## src/rtl/conv_pkg.sv

```systemverilog
// Shared constants and FSM state encoding for the convolution MAC stage.
// All widths derive from here; TAPS must stay a power of two so history indices wrap naturally.
package conv_pkg;
    localparam int N_W    = 16;
    localparam int ADDR_W = 6;
    localparam int TAPS   = 32;
    localparam int ACC_W  = 40;
    localparam int TAP_W  = $clog2(TAPS);
    localparam int PROD_W = 2 * N_W;

    typedef enum logic [1:0] {
        IDLE = 2'd0,
        MAC  = 2'd1,
        DONE = 2'd2
    } state_t;
endpackage

```

## src/rtl/conv_mac_if.sv

```systemverilog
// Sample input, coefficient ROM port and result output of conv_mac bundled as one interface.
// slave is the datapath view; master is the view of whatever drives samples and consumes results.
interface conv_mac_if;
    import conv_pkg::*;

    logic              in_valid;
    logic              in_ready;
    logic [N_W-1:0]    in_data;
    logic [ADDR_W-1:0] coef_addr;
    logic [N_W-1:0]    coef_data;
    logic              out_valid;
    logic              out_ready;
    logic [ACC_W-1:0]  out_data;

    modport slave (
        input  in_valid, in_data, coef_data, out_ready,
        output in_ready, coef_addr, out_valid, out_data
    );

    modport master (
        output in_valid, in_data, coef_data, out_ready,
        input  in_ready, coef_addr, out_valid, out_data
    );
endinterface

```

## src/rtl/conv_delay_line.sv

```systemverilog
// Circular sample history: one write per accepted sample, read combinationally at (newest - offset).
// Zero latency read; the write pointer already points past the newest sample once it is written.
module conv_delay_line
    import conv_pkg::*;
(
    input  logic             clk,
    input  logic             rst,
    input  logic             we_i,
    input  logic [N_W-1:0]   wdata_i,
    input  logic [TAP_W-1:0] rd_off_i,
    output logic [N_W-1:0]   rdata_o
);
    logic [N_W-1:0]   hist_q [TAPS];
    logic [TAP_W-1:0] wptr_q;
    logic [TAP_W-1:0] wptr_d;
    logic [TAP_W-1:0] newest;
    logic [TAP_W-1:0] rd_idx;

    assign wptr_d  = wptr_q + 1'b1;
    assign newest  = wptr_q - 1'b1;
    assign rd_idx  = newest - rd_off_i;
    assign rdata_o = hist_q[rd_idx];

    always_ff @(posedge clk) begin
        if (rst) begin
            wptr_q <= '0;
            for (int i = 0; i < TAPS; i++) begin
                hist_q[i] <= '0;
            end
        end else if (we_i) begin
            hist_q[wptr_q] <= wdata_i;
            wptr_q         <= wptr_d;
        end
    end
endmodule

```

## src/rtl/conv_mac.sv

```systemverilog
// Convolution MAC: accepts one sample, walks ROM taps 0..TAPS-1, presents the full-precision sum.
// Result valid TAPS+1 cycles after accept; held stable under out_ready backpressure, no new input until drained.
module conv_mac
    import conv_pkg::*;
(
    input  logic      clk,
    input  logic      rst,
    conv_mac_if.slave bus
);
    state_t                   state_q;
    logic [TAP_W-1:0]         k_q;
    logic [TAP_W-1:0]         k_d;
    logic signed [ACC_W-1:0]  acc_q;
    logic signed [ACC_W-1:0]  acc_d;
    logic                     in_ready_q;
    logic                     out_valid_q;
    logic                     accept;
    logic [N_W-1:0]           x_dat;
    logic signed [PROD_W-1:0] prod;

    assign accept = bus.in_valid && in_ready_q;

    conv_delay_line u_hist (
        .clk      (clk),
        .rst      (rst),
        .we_i     (accept),
        .wdata_i  (bus.in_data),
        .rd_off_i (k_q),
        .rdata_o  (x_dat)
    );

    assign prod  = $signed(bus.coef_data) * $signed(x_dat);
    assign acc_d = acc_q + {{(ACC_W-PROD_W){prod[PROD_W-1]}}, prod};
    assign k_d   = k_q + 1'b1;

    // k_q wraps back to zero at the end of MAC, so the address is already 0 in IDLE/DONE.
    assign bus.coef_addr = {{(ADDR_W-TAP_W){1'b0}}, k_q};
    assign bus.in_ready  = in_ready_q && !rst;
    assign bus.out_valid = out_valid_q;
    assign bus.out_data  = acc_q;

    always_ff @(posedge clk) begin
        if (rst) begin
            state_q     <= IDLE;
            k_q         <= '0;
            acc_q       <= '0;
            in_ready_q  <= 1'b1;
            out_valid_q <= 1'b0;
        end else begin
            case (state_q)
                IDLE: begin
                    if (accept) begin
                        state_q    <= MAC;
                        k_q        <= '0;
                        acc_q      <= '0;
                        in_ready_q <= 1'b0;
                    end
                end
                MAC: begin
                    acc_q <= acc_d;
                    k_q   <= k_d;
                    if (k_q == TAP_W'(TAPS - 1)) begin
                        state_q     <= DONE;
                        out_valid_q <= 1'b1;
                    end
                end
                DONE: begin
                    if (bus.out_ready) begin
                        state_q     <= IDLE;
                        out_valid_q <= 1'b0;
                        in_ready_q  <= 1'b1;
                    end
                end
                default: begin
                    state_q     <= IDLE;
                    k_q         <= '0;
                    in_ready_q  <= 1'b1;
                    out_valid_q <= 1'b0;
                end
            endcase
        end
    end
endmodule

```

## src/flat_wrapper.sv

```systemverilog
// flat-port wrapper written by rule: the top's interface ports become plain ports
module conv_mac_flat import conv_pkg::*;
  (clk, rst, bus_in_valid, bus_in_data, bus_coef_data, bus_out_ready, bus_in_ready, bus_coef_addr, bus_out_valid, bus_out_data);
  conv_mac_if bus_i ();
  input  logic clk;
  input  logic rst;
  input wire logic [$bits(bus_i.in_valid)-1:0] bus_in_valid;
  input wire logic [$bits(bus_i.in_data)-1:0] bus_in_data;
  input wire logic [$bits(bus_i.coef_data)-1:0] bus_coef_data;
  input wire logic [$bits(bus_i.out_ready)-1:0] bus_out_ready;
  output wire logic [$bits(bus_i.in_ready)-1:0] bus_in_ready;
  output wire logic [$bits(bus_i.coef_addr)-1:0] bus_coef_addr;
  output wire logic [$bits(bus_i.out_valid)-1:0] bus_out_valid;
  output wire logic [$bits(bus_i.out_data)-1:0] bus_out_data;
  assign bus_i.in_valid = bus_in_valid;
  assign bus_i.in_data = bus_in_data;
  assign bus_i.coef_data = bus_coef_data;
  assign bus_i.out_ready = bus_out_ready;
  assign bus_in_ready = bus_i.in_ready;
  assign bus_coef_addr = bus_i.coef_addr;
  assign bus_out_valid = bus_i.out_valid;
  assign bus_out_data = bus_i.out_data;
  conv_mac u_core (.clk(clk), .rst(rst), .bus(bus_i));
endmodule
```

## config.mk

```make
export PLATFORM = sky130hd
export DESIGN_NAME = conv_mac_flat
export DESIGN_NICKNAME = d
export VERILOG_FILES = /design/src/rtl/conv_pkg.sv /design/src/rtl/conv_mac_if.sv /design/src/rtl/conv_delay_line.sv /design/src/rtl/conv_mac.sv /design/src/flat_wrapper.sv
export SDC_FILE = /design/constraint.sdc
export NUM_CORES = 2
export LEC_CHECK = 0
export CAP_MARGIN = 10
export CORE_MARGIN = 10
export CORE_UTILIZATION = 40
export CTS_CLUSTER_DIAMETER = 120
export DETAILED_ROUTE_END_ITERATION = 10
export REMOVE_ABC_BUFFERS = 1
export SLEW_MARGIN = 25
export SYNTH_ARGS = -nofsm -noshare
export SYNTH_HDL_FRONTEND = slang
export SYNTH_SLANG_ARGS = --single-unit
```

## constraint.sdc

```tcl
create_clock -name clk -period 23.2 [get_ports clk]
set_input_delay 2.32 -clock clk [delete_from_list [all_inputs] [get_ports clk]]
set_output_delay 2.32 -clock clk [all_outputs]
set_load 0.01 [all_outputs]
```

# [Word level (Yosys, flattened, before mapping)]
# Memory sizes are Yosys's and may differ from the RTL's.
# Index checks and enable logic that the tools add are counted.
[totals] ramBits=512 input_bits=36 n_memories=1 output_inout_bits=48 reg_bits=54 elab_cells=55
[mem_list] memory="u_core.u_hist.hist_q" words=32 word_bits=16 read_ports=1 rd_ports_with_merged_regs=0 write_ports=32 line="conv_delay_line.sv:13" rtl="logic [N_W-1:0] hist_q [TAPS];"
[classes] n_mul=1 reduce_logical=11 n_eq_ne=6 mux=22 n_addsub=5 n_bitwise=3
[op_table] cell="one-hot mux 40 bit (2 select lines)" count=1
[op_table] cell="adder 40 bit" count=1
[op_table] cell="two-way mux 40 bit" count=1
[op_table] cell="multiplier 16 x 16 -> 32 bit" count=1
[op_table] cell="two-way mux 16 bit" count=1
[op_table] cell="OR reduction 16 bit" count=1
[op_table] cell="one-hot mux 5 bit (3 select lines)" count=1
[op_table] cell="adder 5 x 1 -> 5 bit, second input constant" count=2
[op_table] cell="two-way mux 1 bit" count=10
[op_table] cell="two-way mux 5 bit" count=2
[op_table] cell="AND reduction 3 bit" count=3
[op_table] cell="two-way mux 2 bit" count=3
[op_table] cell="one-hot mux 1 bit (3 select lines)" count=2
[op_table] cell="one-hot mux 2 bit (3 select lines)" count=1
[op_table] cell="== test 5 bit, second input constant" count=1
[op_table] cell="subtractor 5 x 1 -> 5 bit, second input constant" count=1
[op_table] cell="subtractor 5 bit" count=1
[op_table] cell="!= test 2 x 1 -> 1 bit, second input constant" count=2
[op_table] cell="AND reduction 2 bit" count=2
[op_table] cell="NOT 1 bit" count=3
[op_table] cell="== test 2 x 1 -> 1 bit, second input constant" count=1
[op_table] cell="== test 2 bit, second input constant" count=1
[op_table] cell="logical AND 1 bit" count=2
[op_table] cell="logical NOT 2 bit" count=1
[op_table] cell="other kinds (3)" count=3

# [Logic depth before layout (Yosys ltp)]
[depth] word_depth=6 depth_mapped=44 mapped_depth_nobuf=42

# [Cells and area by module]
# From an unflattened synthesis, not the netlist that was laid out.
[hier_totals] cells_unflattened=3505 hier_area_um2=38635.8
[modules_own_cells] mod="conv_delay_line" area_per_inst_um2=25085.3 n_inst=1 cells_each=1974 seq_area_each_um2=15474.8
[modules_own_cells] mod="conv_mac" area_per_inst_um2=13550.5 n_inst=1 cells_each=1531 seq_area_each_um2=980.9

# [Worst setup path before layout]
# Ideal clock, no wire load.
[synth_path] path_kind="reg-to-reg" start="reg u_core.k_q[0]" end="reg u_core.acc_q[39] (netlist: u_core.bus.out_data[39])" synth_period_minus_slack_ns=10.686 path_buffers=5 setup_time_ns=0.115 path_slack_ns=12.514 t_required_ns=23.085 t_arrival_ns=10.571 path_stages_with_launch=42 path_cell_list="dfxtp_1 -> inv_1 -> ha_1 -> fa_1 -> clkbuf_1 -> clkbuf_1 -> mux4_2 -> mux4_2 -> mux2i_1 -> clkbuf_1 -> nand2b_1 -> fa_1 -> inv_1 -> fa_1 -> fa_1 -> fa_1 -> fa_1 -> inv_1 -> [6 not listed] -> nor4_1 -> o21ai_0 -> nor2_1 -> o21ai_2 -> a211oi_1 -> xor2_1 -> ha_1 -> clkbuf_1 -> and4_1 -> and3_1 -> a21oi_1 -> o21ai_0 -> a311oi_2 -> o21ai_1 -> o41ai_2 -> xnor3_1 -> a21oi_1 -> nor2b_1"
[synth_via] elab_chain_len=5
[synth_lines] element="start, declared" line="conv_mac.sv:11" rtl="logic [TAP_W-1:0] k_q;"
[synth_lines] element="start signal, assigned" line="conv_mac.sv:61" rtl="k_q <= k_d;"
[synth_lines] element="subtractor 5 bit" line="conv_delay_line.sv:21" rtl="assign rd_idx = newest - rd_off_i;"
[synth_lines] element="memory (32 x 16 bit)"
[synth_lines] element="multiplier 16 x 16 -> 32 bit" line="conv_mac.sv:32" rtl="assign prod = $signed(bus.coef_data) * $signed(x_dat);"
[synth_lines] element="adder 40 bit" line="conv_mac.sv:33" rtl="assign acc_d = acc_q + {{(ACC_W-PROD_W){prod[PROD_W-1]}}, prod};"
[synth_lines] element="one-hot mux 40 bit (2 select lines)" line="conv_mac.sv:50" rtl="case (state_q)"
[synth_lines] element="end signal, assigned" line="conv_mac.sv:46" rtl="acc_q <= '0;"
[synth_lines] element="end signal, assigned" line="conv_mac.sv:55" rtl="acc_q <= '0;"
[synth_lines] element="end signal, assigned" line="conv_mac.sv:60" rtl="acc_q <= acc_d;"
[synth_lines] element="end, declared" line="conv_mac.sv:13" rtl="logic signed [ACC_W-1:0] acc_q;"
# No other way between the ends.
# A chain may end at the register's enable or synchronous reset.

# [Worst setup path after layout]
# Ends and elaborated chain as after synthesis.

==> flow_metrics.tcl <==
set metrics [dict create \
    grt_pass1_wl_um 153000 \
    syn_area_sq_um 37200 \
    io_buffers 82 \
    overflow 0 \
    required_ps 23700 \
    drcViolationCount 0 \
    fin_skew_ps 29.9 \
    arrival_ps 13330 \
    r2r_setup_slack_ps 10370 \
    path_buf_inv 9 \
    clockRootBuffer "clkbuf_16" \
    crit_slowest_cell "fa_4" \
    fin_crit_sh_pct 55.3 \
    hp-class "reg -> reg" \
    wl_per_cell_um 23.3 \
    ys_seq_area_share_pct 44.2 \
    syn_avg_cell_area_sq_um 12.4 \
    finalNetCount 3462 \
    core_sq_um 92100 \
    wirelength_um 101000 \
    drive_above_1_share_pct 13.0 \
    dp_hpwl_um 68400 \
    synthFlopType "edfxtp_1" \
    grt_max_degree 47 \
    drt_iter0_drc 1927 \
    setup_tns_ps 0 \
    viasPerCell 5.37 \
    htreeDepth 3 \
    io_pins 84 \
    synth_cell_types 77 \
    fp-row-count 111 \
    endpoint_kind "flop" \
    status "complete, no violations" \
    gp_congestion 0.858 \
    reg2reg_from "u_core.k_q[0]" \
    synth-edff-count 512 \
    cts_setup_buffers 0 \
    cts_made_buffers 66 \
    max_freq_ghz 0.0779 \
    critical-path-top-delay-family "adder cells" \
    cts_tree "built" \
    report.final.setup_viol 0 \
    yosysWarnings 0 \
    hold_violations 0 \
    dieHeight_um 325 \
    cp_slowest_stage_delay_ps 1080 \
    finalMaxSlewViolations 0 \
    path_max_fanout 37 \
    syn_inst 2992 \
    crit_end "u_core.bus.out_data[39]" \
    path_class "reg -> reg" \
    fillCellCount 8317 \
    r2r-end "u_core.bus.out_data[39]" \
    ctsResizeCount 0 \
    clk_pin_slew_ps 60 \
    vias 23200 \
    ant_nets 0 \
    cp-start-kind "flop" \
    period_needed_ps 12830 \
    synth_seq_cells 566 \
    min-delay-start "u_core.bus.out_valid" \
    antenna_found_initial 5 \
    firstDrtPassIters 5 \
    ctsHoldBuffers 0 \
    grt_pass1_vias 24608 \
    slew_headroom_pct 31.0 \
    initial_core_util_pct 40.4 \
    async_flop_share_pct 0 \
    cap_viol_max_count 0 \
    track_usage_pct 18.9 \
    r2r_cells 41 \
    tightestPinTransition_ps 1030 \
    clkLatencyLatePin_ps 620 \
    die_x_um 325 \
    clkSinkCount 566 \
    clk_path_buf_depth 3 \
    cp.depth 41 \
    syn_to_final_growth_pct 11.4 \
    grt_setup_unrepaired "false" \
    cp-startpoint "u_core.k_q[0]" \
    die_area_sq_um 106000 \
]
-- worst reg2reg max path: cells and delay by family (launching register included) --
family	cells	cell delay, ps
AO/OA/AOI/OAI	11	2200
multiplexers	3	1120
flip-flops	1	400
adder cells (fa/ha/maj)	10	5030
XOR/XNOR	2	930
buffers and inverters	9	1920
AND/OR/NAND/NOR	6	1130
-- routing by layer --
| layer | vias up | track usage (%) | share of wire (%) | routed length (um) |
|---|---|---|---|---|
| li1 | 10212 | - | - | - |
| met1 | 12103 | 24.7 | 42 | 41900 |
| met2 | 725 | 32.2 | 50 | 50100 |
| met3 | 156 | 3.27 | 6.0 | 6080 |
| met4 | 4 | 4.95 | 2.4 | 2420 |
| met5 | - | 0 | 0.027 | 27 |
-- worst min path at each step --
| stage | to | cells after the start |
|---|---|---|
| floorplan | u_core.u_hist.wptr_q[1] | 2 |
| global placement | u_core.bus.out_valid | 2 |
| detailed placement | u_core.bus.out_valid | 2 |
| CTS | u_core.bus.out_valid | 2 |
| global route | u_core.bus.out_valid | 2 |
| finish | u_core.bus.out_valid | 2 |
-- placed cells by master (no fill, tap or decap), types with 33 or more instances in the layout --
cell type / count
dfxtp_1: 54
edfxtp_1: 512
nand2_1: 121
clkbuf_16: 67
fa_1: 264
ha_1: 131
nor2b_1: 130
or2_2: 37
inv_1: 322
and2_1: 537
nor2_1: 111
mux4_2: 160
clkdlybuf4s50_1: 74
o21ai_0: 42
nand2b_1: 33
xnor2_1: 52
a21oi_1: 81
buf_4: 61
-- sequential cells by signal (all words and copies together) (netlist names) --
register and count:
u_core.state_q 2, u_core.u_hist.hist_q 512, u_core.bus.out_valid 1, u_core.u_hist.wptr_q 5
u_core.bus.out_data 40, u_core.k_q 5, u_core.in_ready_q 1
-- cell type report --
cell class	count	area (sq um)	area share (%)
Sequential cell	566	16500	39.7
Multi-Input combinational cell	1930	19000	45.7
Tap cell	1243	1560	3.75
Inverter	322	1210	2.91
Clock inverter	36	292	0.703
Antenna cell	1	2.50	0.00603
Clock buffer	82	1750	4.23
Timing Repair Buffer	143	1240	2.99
-- cells by family (layout without fill, tap and decap cells) --
group,count (synthesis),after routing,share of synthesized area (%)
buffers and inverters,496,583,5.06
adder cells (fa/ha/maj),397,397,18.7
AO/OA/AOI/OAI,243,243,4.26
other,1,2,0.0101
XOR/XNOR,70,70,1.68
multiplexers,178,178,10.2
AND/OR/NAND/NOR,1041,1041,15.9
flip-flops,566,566,44.2
-- metrics by stage --
| stage | setup WS [ps] | hold WS, ps | instance area, sq um | instances | utilization (%) |
|---|---|---|---|---|---|
| floorplan | 8730 | 469 | 36600 | 2818 | - |
| global placement | 10660 | 467 | 39400 | 4204 | 42.8 |
| detailed placement | 10440 | 475 | 39400 | 4204 | 42.8 |
| CTS | 10370 | 483 | 41500 | 4322 | 45.0 |
| global route | 9710 | 507 | 41500 | 4322 | 45.0 |
| finish | 10370 | 489 | 41500 | 4323 | 45.0 |
-- cell usage after synthesis (19+ instances only) --
library cell | number | area share, %
clkbuf_1 | 156 | 1.6
a21oi_1 | 81 | 1.1
xnor2_1 | 55 | 1.3
nor2_1 | 116 | 1.2
or2_2 | 37 | 0.62
mux4_2 | 160 | 9.7
ha_1 | 132 | 4.4
a21o_1 | 19 | 0.38
a22oi_1 | 23 | 0.46
edfxtp_1 | 512 | 41
o21ai_0 | 42 | 0.56
nand2_1 | 121 | 1.2
nand2b_1 | 33 | 0.55
inv_1 | 322 | 3.2
nor2b_1 | 131 | 2.2
dfxtp_1 | 54 | 2.9
and2_1 | 537 | 9.0
fa_1 | 265 | 14
Power is left out: the tool's default activity adds up to more than one toggle a clock period on the data nets, which glitch-free logic cannot reach.
